**src/rtl/exec_pkg.sv**
```systemverilog
// Shared definitions for the exec_muldiv HI/LO multiply-divide unit:
// op encodings, FSM state type and operand sign helper.
package exec_pkg;

  typedef enum logic [2:0] {
    OP_MULT  = 3'b000,
    OP_MULTU = 3'b001,
    OP_DIV   = 3'b010,
    OP_DIVU  = 3'b011,
    OP_MTHI  = 3'b100,
    OP_MTLO  = 3'b101
  } op_e;

  typedef enum logic [1:0] {
    IDLE,
    MUL,
    DIV,
    FIX
  } state_e;

  function automatic logic is_signed_op(input logic [2:0] op);
    return (op == OP_MULT) || (op == OP_DIV);
  endfunction

endpackage

```
**src/rtl/muldiv_div_step.sv**
```systemverilog
// One restoring-division step: shift the next dividend bit into the partial
// remainder and subtract the divisor when it fits.
module muldiv_div_step #(
  parameter int DATA_W = 32
) (
  input  logic [DATA_W-1:0] rem_i,
  input  logic              bit_i,
  input  logic [DATA_W-1:0] divisor_i,
  output logic [DATA_W-1:0] rem_o,
  output logic              q_bit_o
);

  logic [DATA_W:0] shifted;
  logic [DATA_W:0] divisor_ext;

  assign shifted     = {rem_i, bit_i};
  assign divisor_ext = {1'b0, divisor_i};
  assign q_bit_o     = (shifted >= divisor_ext);
  // A successful subtract always leaves a remainder below the divisor, so it fits DATA_W bits.
  assign rem_o       = q_bit_o ? DATA_W'(shifted - divisor_ext) : shifted[DATA_W-1:0];

endmodule

```
**src/rtl/exec_muldiv.sv**
```systemverilog
// Iterative MULT/MULTU/DIV/DIVU unit with HI/LO registers and MTHI/MTLO writes.
// Define EXEC_MULDIV_FAST_MUL_EN for a single-cycle combinational multiplier.
module exec_muldiv
  import exec_pkg::*;
#(
  parameter int DATA_W = 32
) (
  input  logic              clock,
  input  logic              reset,
  input  logic              start,
  input  logic [2:0]        op,
  input  logic [DATA_W-1:0] a,
  input  logic [DATA_W-1:0] b,
  input  logic              cancel,
  output logic              busy,
  output logic              done,
  output logic [DATA_W-1:0] hi,
  output logic [DATA_W-1:0] lo
);

  localparam int              CNT_W    = $clog2(DATA_W);
  localparam logic [CNT_W-1:0] CNT_LAST = CNT_W'(DATA_W - 1);

  state_e            state_q, state_d;
  logic [CNT_W-1:0]  cnt_q, cnt_d;
  logic [DATA_W-1:0] acc_q, acc_d;   // product high half / partial remainder
  logic [DATA_W-1:0] mq_q, mq_d;     // multiplier -> product low half / dividend -> quotient
  logic [DATA_W-1:0] md_q, md_d;     // multiplicand / divisor magnitude
  logic              neg_res_q, neg_res_d;
  logic              neg_rem_q, neg_rem_d;
  logic              div0_q, div0_d;
  logic              is_div_q, is_div_d;
  logic              busy_q, busy_d;
  logic              done_q, done_d;
  logic [DATA_W-1:0] hi_q, hi_d;
  logic [DATA_W-1:0] lo_q, lo_d;

  logic              signed_op;
  logic [DATA_W-1:0] abs_a, abs_b;
  logic [DATA_W:0]   mul_sum;
  logic [DATA_W-1:0] div_rem;
  logic              div_q_bit;
  logic [2*DATA_W-1:0] prod_mag, prod_fix;
  logic [DATA_W-1:0] quo_fix, rem_fix;

  assign signed_op = is_signed_op(op);
  assign abs_a     = (signed_op && a[DATA_W-1]) ? -a : a;
  assign abs_b     = (signed_op && b[DATA_W-1]) ? -b : b;

  assign mul_sum = {1'b0, acc_q} + (mq_q[0] ? {1'b0, md_q} : '0);

  muldiv_div_step #(.DATA_W(DATA_W)) u_div_step (
    .rem_i     (acc_q),
    .bit_i     (mq_q[DATA_W-1]),
    .divisor_i (md_q),
    .rem_o     (div_rem),
    .q_bit_o   (div_q_bit)
  );

  assign prod_mag = {acc_q, mq_q};
  assign prod_fix = neg_res_q ? -prod_mag : prod_mag;
  assign quo_fix  = div0_q ? '1 : (neg_res_q ? -mq_q : mq_q);
  assign rem_fix  = neg_rem_q ? -acc_q : acc_q;

`ifdef EXEC_MULDIV_FAST_MUL_EN
  logic [2*DATA_W-1:0] fast_prod;
  assign fast_prod = {{DATA_W{1'b0}}, abs_a} * {{DATA_W{1'b0}}, abs_b};
`endif

  always_comb begin
    // NOTE: every _d takes its hold value first so no path through the case can infer a latch.
    state_d   = state_q;
    cnt_d     = cnt_q;
    acc_d     = acc_q;
    mq_d      = mq_q;
    md_d      = md_q;
    neg_res_d = neg_res_q;
    neg_rem_d = neg_rem_q;
    div0_d    = div0_q;
    is_div_d  = is_div_q;
    busy_d    = busy_q;
    done_d    = 1'b0;
    hi_d      = hi_q;
    lo_d      = lo_q;

    case (state_q)
      IDLE: begin
        if (start) begin
          case (op)
            OP_MULT, OP_MULTU: begin
              md_d      = abs_b;
              cnt_d     = '0;
              neg_res_d = signed_op && (a[DATA_W-1] ^ b[DATA_W-1]);
              neg_rem_d = 1'b0;
              div0_d    = 1'b0;
              is_div_d  = 1'b0;
              busy_d    = 1'b1;
`ifdef EXEC_MULDIV_FAST_MUL_EN
              {acc_d, mq_d} = fast_prod;
              state_d       = FIX;
`else
              acc_d   = '0;
              mq_d    = abs_a;
              state_d = MUL;
`endif
            end
            OP_DIV, OP_DIVU: begin
              acc_d     = '0;
              mq_d      = abs_a;
              md_d      = abs_b;
              cnt_d     = '0;
              neg_res_d = signed_op && (a[DATA_W-1] ^ b[DATA_W-1]);
              neg_rem_d = signed_op && a[DATA_W-1];
              div0_d    = (b == '0);
              is_div_d  = 1'b1;
              busy_d    = 1'b1;
              state_d   = DIV;
            end
            OP_MTHI: hi_d = a;
            OP_MTLO: lo_d = a;
            default: ;
          endcase
        end
      end
      MUL: begin
        acc_d = mul_sum[DATA_W:1];
        mq_d  = {mul_sum[0], mq_q[DATA_W-1:1]};
        cnt_d = cnt_q + 1'b1;
        if (cnt_q == CNT_LAST) begin
          cnt_d   = '0;
          state_d = FIX;
        end
      end
      DIV: begin
        acc_d = div_rem;
        mq_d  = {mq_q[DATA_W-2:0], div_q_bit};
        cnt_d = cnt_q + 1'b1;
        if (cnt_q == CNT_LAST) begin
          cnt_d   = '0;
          state_d = FIX;
        end
      end
      FIX: begin
        if (is_div_q) begin
          hi_d = rem_fix;
          lo_d = quo_fix;
        end else begin
          {hi_d, lo_d} = prod_fix;
        end
        done_d  = 1'b1;
        busy_d  = 1'b0;
        state_d = IDLE;
      end
      default: state_d = IDLE;
    endcase

    // Abort wins over everything, including the FIX write.
    if (busy_q && cancel) begin
      state_d = IDLE;
      cnt_d   = '0;
      busy_d  = 1'b0;
      done_d  = 1'b0;
      hi_d    = hi_q;
      lo_d    = lo_q;
    end
  end

  // NOTE: state updates use non-blocking assignments so all flops sample the same pre-edge values.
  always_ff @(posedge clock or negedge reset) begin
    if (!reset) begin
      state_q   <= IDLE;
      cnt_q     <= '0;
      acc_q     <= '0;
      mq_q      <= '0;
      md_q      <= '0;
      neg_res_q <= 1'b0;
      neg_rem_q <= 1'b0;
      div0_q    <= 1'b0;
      is_div_q  <= 1'b0;
      busy_q    <= 1'b0;
      done_q    <= 1'b0;
      hi_q      <= '0;
      lo_q      <= '0;
    end else begin
      state_q   <= state_d;
      cnt_q     <= cnt_d;
      acc_q     <= acc_d;
      mq_q      <= mq_d;
      md_q      <= md_d;
      neg_res_q <= neg_res_d;
      neg_rem_q <= neg_rem_d;
      div0_q    <= div0_d;
      is_div_q  <= is_div_d;
      busy_q    <= busy_d;
      done_q    <= done_d;
      hi_q      <= hi_d;
      lo_q      <= lo_d;
    end
  end

  assign busy = busy_q;
  assign done = done_q;
  assign hi   = hi_q;
  assign lo   = lo_q;

endmodule

```
**config.mk**
```make
export PLATFORM = sky130hd
export DESIGN_NAME = exec_muldiv
export DESIGN_NICKNAME = d
export VERILOG_FILES = /design/src/rtl/exec_pkg.sv /design/src/rtl/muldiv_div_step.sv /design/src/rtl/exec_muldiv.sv
export SDC_FILE = /design/constraint.sdc
export NUM_CORES = 1
export LEC_CHECK = 0
export CAP_MARGIN = 20
export CORE_UTILIZATION = 60
export CTS_CLUSTER_DIAMETER = 80
export DETAILED_ROUTE_END_ITERATION = 12
export PLACE_DENSITY = 0.85
export REMOVE_ABC_BUFFERS = 1
export SLEW_MARGIN = 15
export SYNTH_ARGS = -nofsm -noshare
export SYNTH_HDL_FRONTEND = slang
export SYNTH_SLANG_ARGS = --single-unit
```
**constraint.sdc**
```tcl
create_clock -name clock -period 10.85 [get_ports clock]
set_clock_uncertainty 0.05 [all_clocks]
set_input_delay 2.17 -clock clock [delete_from_list [all_inputs] [get_ports clock]]
set_output_delay 2.17 -clock clock [all_outputs]
set_load 0.05 [all_outputs]
```
==> results of run 1 <==
Yosys cell counts, types with 5 or more instances:
cell and instances:
nand2_1 215, o21ai_0 175, dfrtp_1 173, nor2_1 167, a21oi_1 120, clkbuf_1 116, xnor2_1 110, ha_1 75
inv_1 65, xor2_1 60, o31ai_1 47, a21o_1 40, mux2i_1 38, o22ai_1 38, a221oi_1 33, nor3_1 31
nand3_1 28, nor4_1 23, a22oi_1 22, a211oi_1 20, and3_1 20, nand2b_1 17, and2_1 15, nor2b_1 14
or4_1 14, o211ai_1 12, o41ai_1 12, a31oi_1 11, nand4_1 11, o21a_1 10, or3_1 10, o21bai_1 7
a21boi_0 6, o221ai_1 6, a221o_1 5, buf_1 5, o311ai_0 5
kinds of logic (layout without fill, tap and decap cells):
kind of cell	Yosys count	after routing	synth area share [%]
flops	173	173	29.3
fa+ha+maj	77	77	6.63
simple gates	594	594	18.9
xor+xnor	170	170	10.1
mux	40	40	2.73
compound gates	616	616	27.2
buf+inv	194	251	5.11
metal layers:
layer,GRT usage [%],up-vias,share of wire [%]
met3,5.04,135,7.9
met5,0,-,0
met4,14.7,0,3.8
met1,45.7,7019,40
met2,60.8,776,48
li1,-,6868,-
critical path: cells and delay by family:
kind / cells / cell delay (ps)
xor+xnor: 1 / 210
buf+inv: 1 / 480
compound gates: 2 / 300
simple gates: 5 / 2500
power groups by stage:
stage | clock network [uW] | registers (uW) | logic [uW]
floorplan | 0 | 1590 | 2350
global route | 668 | 1340 | 4180
global placement | 0 | 1280 | 3690
CTS | 644 | 1290 | 3800
detailed placement | 0 | 1300 | 3770
finish | 645 | 1300 | 3860
cell type report:
cell class	count	share of cell area [%]
clock buffers	18	2.62
clock inverters	14	1.01
well taps	324	2.41
multi-input cells	1497	57.7
inverters	66	1.48
flip-flops and latches	173	25.8
repair buffers	153	8.99
registers in the layout, indices dropped and copies added (netlist names):
signal	flops
is_div_q	1
neg_rem_q	1
done	1
hi	32
busy	1
md_q	32
cnt_q	5
lo	32
neg_res_q	1
div0_q	1
acc_q	32
mq_q	32
state_q	2
per-stage QoR:
stage | utilization, % | setup slack [ps]
6_report | 69.2 | 5450
5_1_grt | 69.2 | 5220
4_1_cts | 69.1 | 5460
3_5_place_dp | 66.6 | 5000
3_3_place_gp | 66.6 | 5100
2_1_floorplan | - | 5230
how the worst max path moves through the flow:
stage | slack (ps) | startpoint | endpoint | cells after the start
final | 5450 | b[2] | md_q[28] | 9
after global routing | 5220 | b[2] | md_q[26] | 9
after CTS | 5460 | b[2] | md_q[28] | 9
after detailed placement | 5000 | b[2] | md_q[28] | 9
after global placement | 5100 | b[2] | md_q[28] | 9
after floorplan | 5230 | start | cnt_q[3] | 8
==> impl_metrics.json, run 1 <==
{
  "status": "finished, final reports clean",
  "crit_type": "input pin to register",
  "cap_viol_max_count": 0,
  "p_comb_share_pct": 66.5,
  "start_util_pct": 60.9,
  "area_growth_syn_to_layout_pct": 13.8,
  "grt_first_pass_wirelength_mm": 73.6,
  "fin_nets": 2056,
  "drive_gt1_share_pct": 4.22,
  "min_to": "lo[11]",
  "min_path_type": "register to register",
  "slew_viol_final": 0,
  "fillers": 1997,
  "slew_headroom_pct": 23.6,
  "multi_input_area_sq_um": 9690,
  "seq_area_sq_um": 4330,
  "fin_crit_sh_pct": 49.7,
  "routed_wl_mm": 45.7,
  "synth_top_area_cell": "dfrtp_1",
  "leakagePower_uw": 0.00738,
  "tns_ps": 0,
  "wl_per_cell_um": 20.4,
  "drt_iter0_markers": 1541,
  "finalPower_uw": 5810,
  "core_area_sq_um": 24200,
  "dieWidth_um": 159,
  "p_per_area_nw_per_um2": 346,
  "crit_chain": "clkdlybuf4s50_1 > or3_1 > nor3b_1 > nand2_1 > or4_1 > nor4_1 > a31oi_1 > xnor2_1 > o21ai_0",
  "post_cts_buffers": 0,
  "p_int_uw": 2690,
  "clock-sinks": 173,
  "overflow": 0,
  "layout_common_cells": "nand2_1 (212), o21ai_0 (175), dfrtp_1 (173)",
  "async_flop_share_pct": 100,
  "max_freq_ghz": 0.185,
  "cts_hold_buf": 0,
  "seq_power_share_pct": 22.4,
  "dominantRegCellSynth": "dfrtp_1",
  "drc": 0,
  "n_antenna_cell": 0,
  "critical_path_required_ps": 11110,
  "instances_no_fill": 2245,
  "holdPathStages": 2,
  "numCtsBuffers": 17,
  "port_buffers": 136,
  "reg2reg_depth": 11,
  "pwr-share-clk_pct": 11.1,
  "cp_data_arrival_time_ps": 5660,
  "endpoint_kind": "register",
  "placed_area_sq_um": 16200,
  "rsz0062_at_grt": "false",
  "chipHeight_um": 159,
  "rows": 57,
  "root_buffer": "clkbuf_16",
  "ys_seq_elements": 173,
  "io_pins": 137,
  "yosysUniqueCellTypes": 82,
  "clockBufferDepth": 2,
  "synth_warnings": 0,
  "cts_tree": "built",
  "hold_violations": 0,
  "vias": 14798,
  "clk_pin_slew_worst_paths_ps": 80,
  "netlist_area_sq_um": 14800,
  "worst_pin_slew_ps": 1150,
  "track_usage_pct": 35.9,
  "cp-start-kind": "input pin",
  "antenna_left": 0,
  "syn_inst": 1864,
  "final_common_cell": "nand2_1",
  "die_area_sq_um": 25200,
  "critPathMaxStageDelay_ps": 730,
  "htree_num_levels": 4,
  "avgSynthCellArea_sq_um": 7.92,
  "switching_share_pct": 53.7,
  "place_inst": 2212,
  "whs_ps": 432,
  "clock_latency_ps": 450,
  "via_per_inst": 6.59,
  "yosys-top-cells-area": "dfrtp_1 (29%), xnor2_1 (6.5%), ha_1 (6.4%), o21ai_0 (5.9%), nand2_1 (5.5%)",
  "synth_edf_count": 0,
  "irDropWorstVdd_mv": 0.166,
  "design_area_sq_um": 16800,
  "reg2reg_from": "mq_q[0]",
  "power.switching_uw": 3120,
  "post-dp-hpwl_mm": 33.0,
  "grt_pass1_vias": 14252,
  "grt_max_degree": 87,
  "drt_first_pass_iters": 6,
  "synth.top_cell.area_share_pct": 29.3,
  "cp_max_fo": 5,
  "globalplace.congestion": 0.970,
  "finalCriticalPeriod_ps": 5400,
  "antenna_found_initial": 0,
  "critPathSlowestCell": "nor4_1",
  "r2r-end": "hi[26]",
  "finalSetupViolCount": 0,
  "r2r_slack_ps": 6680,
  "post_cts_resized": 0,
  "yosysSeqAreaShare_pct": 29.3,
  "holdCritStartpoint": "lo[11]"
}
No activity file was read; power rests on OpenSTA's default activity.
==> run 2, diff against run 1 <==
- CORE_UTILIZATION: 60 -> 54
- PLACE_DENSITY: 0.85 -> 0.81
- clock period: 10.85 -> 4.5 ns (I/O delays scaled with it)
==> run 2 against run 1 <==
Die area rose by 11%; clock power rose by 130%; final cell count rose by 1.7%; combinational power rose by 150%; wire length fell by 1.2%; critical path type is now register to register; largest cell class unchanged; highest routed layer unchanged.
==> impl_metrics.json, run 2 (synthesized netlist as in run 1, its figures left out) <==
{
  "status": "finished, final reports clean",
  "via_per_inst": 6.45,
  "min_to": "lo[22]",
  "slew_headroom_pct": 23.8,
  "grt_pass1_vias": 13981,
  "critPathMaxStageDelay_ps": 540,
  "path_buf_inv": 2,
  "drive_gt1_share_pct": 5.25,
  "rows": 60,
  "critical_path_required_ps": 4780,
  "cts_tree": "built",
  "fillers": 2381,
  "post-dp-hpwl_mm": 33.3,
  "holdCritStartpoint": "lo[22]",
  "wl_per_cell_um": 19.8,
  "max_freq_ghz": 0.249,
  "cp-start-kind": "register",
  "htree_num_levels": 4,
  "port_buffers": 136,
  "cp_max_fo": 26,
  "reg2reg_depth": 12,
  "vias": 14724,
  "numCtsBuffers": 17,
  "die_area_sq_um": 28000,
  "final_common_cell": "nand2_1",
  "leakagePower_uw": 0.00748,
  "routed_wl_mm": 45.2,
  "grt_max_degree": 116,
  "cap_viol_max_count": 0,
  "clock-sinks": 173,
  "grt_first_pass_wirelength_mm": 73.3,
  "overflow": 0,
  "finalSetupViolCount": 0,
  "cp_top_family": "compound AO/OA/AOI/OAI gates",
  "area_growth_syn_to_layout_pct": 14.9,
  "power.switching_uw": 7490,
  "switching_share_pct": 53.5,
  "whs_ps": 428,
  "drt_iter0_markers": 1691,
  "critPathSlowestCell": "or4_1",
  "r2r-end": "acc_q[27]",
  "drt_first_pass_iters": 8,
  "p_comb_share_pct": 68.0,
  "globalplace.congestion": 0.997,
  "reg2reg_from": "mq_q[0]",
  "cts_hold_buf": 0,
  "r2r_slack_ps": 480,
  "p_per_area_nw_per_um2": 826,
  "endpoint_kind": "register",
  "layout_common_cells": "nand2_1 (212), o21ai_0 (175), dfrtp_1 (173)",
  "clockBufferDepth": 2,
  "min_path_type": "register to register",
  "design_area_sq_um": 17000,
  "io_pins": 137,
  "finalCriticalPeriod_ps": 4020,
  "worst_pin_slew_ps": 1140,
  "holdPathStages": 2,
  "n_antenna_cell": 0,
  "p_int_uw": 6520,
  "hold_violations": 0,
  "drc": 0,
  "clk_pin_slew_worst_paths_ps": 80,
  "irDropWorstVdd_mv": 0.401,
  "dieWidth_um": 167,
  "chipHeight_um": 167,
  "track_usage_pct": 32.3,
  "crit_chain": "inv_1 > buf_4 > nor2_1 > ha_1 > or4_1 > o22a_1 > o21a_1 > a221o_1 > a31oi_1 > o21ai_0 > xor2_1 > a211o_1",
  "fin_crit_sh_pct": 89.4,
  "post_cts_resized": 0,
  "fin_nets": 2078,
  "antenna_found_initial": 0,
  "pwr-share-clk_pct": 10.6,
  "seq_power_share_pct": 21.4,
  "post_cts_buffers": 0,
  "start_util_pct": 54.9,
  "placed_area_sq_um": 16300,
  "cp_data_arrival_time_ps": 4300,
  "root_buffer": "clkbuf_16",
  "core_area_sq_um": 26900,
  "crit_type": "register to register",
  "slew_viol_final": 0,
  "rsz0062_at_grt": "false",
  "clock_latency_ps": 440,
  "antenna_left": 0,
  "tns_ps": 0
}
## run 2: cell types whose count changed in the layout (fill, tap and decap cells not counted)
| cell | delta |
|---|---|
| buf_12 | +2 |
| buf_16 | -1 |
| buf_4 | +20 |
| bufinv_16 | -1 |
| clkbuf_1 | +1 |
| clkinv_4 | +1 |
| clkinv_8 | -1 |
| clkinvlp_4 | +1 |
| inv_6 | -2 |
| inv_8 | +2 |
## run 2: worst max path at each step
stage | depth (start not counted) | to | startpoint | slack (ps)
2_1_floorplan | 8 | cnt_q[3] | start | 150
4_1_cts | 12 | acc_q[27] | mq_q[0] | 500
3_5_place_dp | 10 | md_q[30] | b[2] | 330
3_3_place_gp | 10 | md_q[28] | b[2] | 360
6_report | 12 | acc_q[27] | mq_q[0] | 480
5_1_grt | 12 | acc_q[27] | mq_q[0] | 290
## run 2: worst register-to-register path, cell delays in order (launching register included)
cell	delay, ps
dfrtp_1	460
inv_1	200
buf_4	340
nor2_1	90
ha_1	240
or4_1	540
o22a_1	260
o21a_1	250
a221o_1	380
a31oi_1	400
o21ai_0	230
xor2_1	180
a211o_1	300
## run 2: layer usage
layer | share of wire [%] | vias up | GRT usage, %
met3 | 6.6 | 116 | 3.59
li1 | - | 6920 | -
met2 | 47 | 651 | 53.8
met5 | 0 | - | 0
met1 | 44 | 7037 | 43.1
met4 | 3.3 | 0 | 12.6
## run 2: layout make-up
| cell class | instances | area [sq um] | share of cell area (%) |
|---|---|---|---|
| repair buffers | 175 | 1690 | 9.95 |
| clock inverters | 14 | 144 | 0.849 |
| inverters | 66 | 248 | 1.46 |
| clock buffers | 18 | 429 | 2.53 |
| well taps | 341 | 427 | 2.52 |
| flip-flops and latches | 173 | 4330 | 25.5 |
| multi-input cells | 1497 | 9690 | 57.2 |
## run 2: power by group through the flow
stage	combinational [uW]	clock [uW]	sequential, uW
after CTS	9370	1500	2970
after global routing	10300	1550	3090
after floorplan	5670	0	3840
final	9520	1490	2990
after global placement	9180	0	2970
after detailed placement	9330	0	3000
## run 2: through the flow
| step | worst slack (ps) | total power [uW] | std cells | util (%) |
|---|---|---|---|---|
| floorplan | 153 | 9510 | 1736 | - |
| global placement | 360 | 12100 | 2250 | 60.8 |
| detailed placement | 329 | 12300 | 2250 | 60.8 |
| CTS | 503 | 13800 | 2282 | 63.0 |
| global route | 291 | 15000 | 2284 | 63.1 |
| finish | 476 | 14000 | 2284 | 63.1 |
==> run 3, diff against run 2 <==
- HOLD_SLACK_MARGIN: unset -> 0.08
==> results of run 3 <==
Final layout, timing and power as in run 2 (identical DEF).
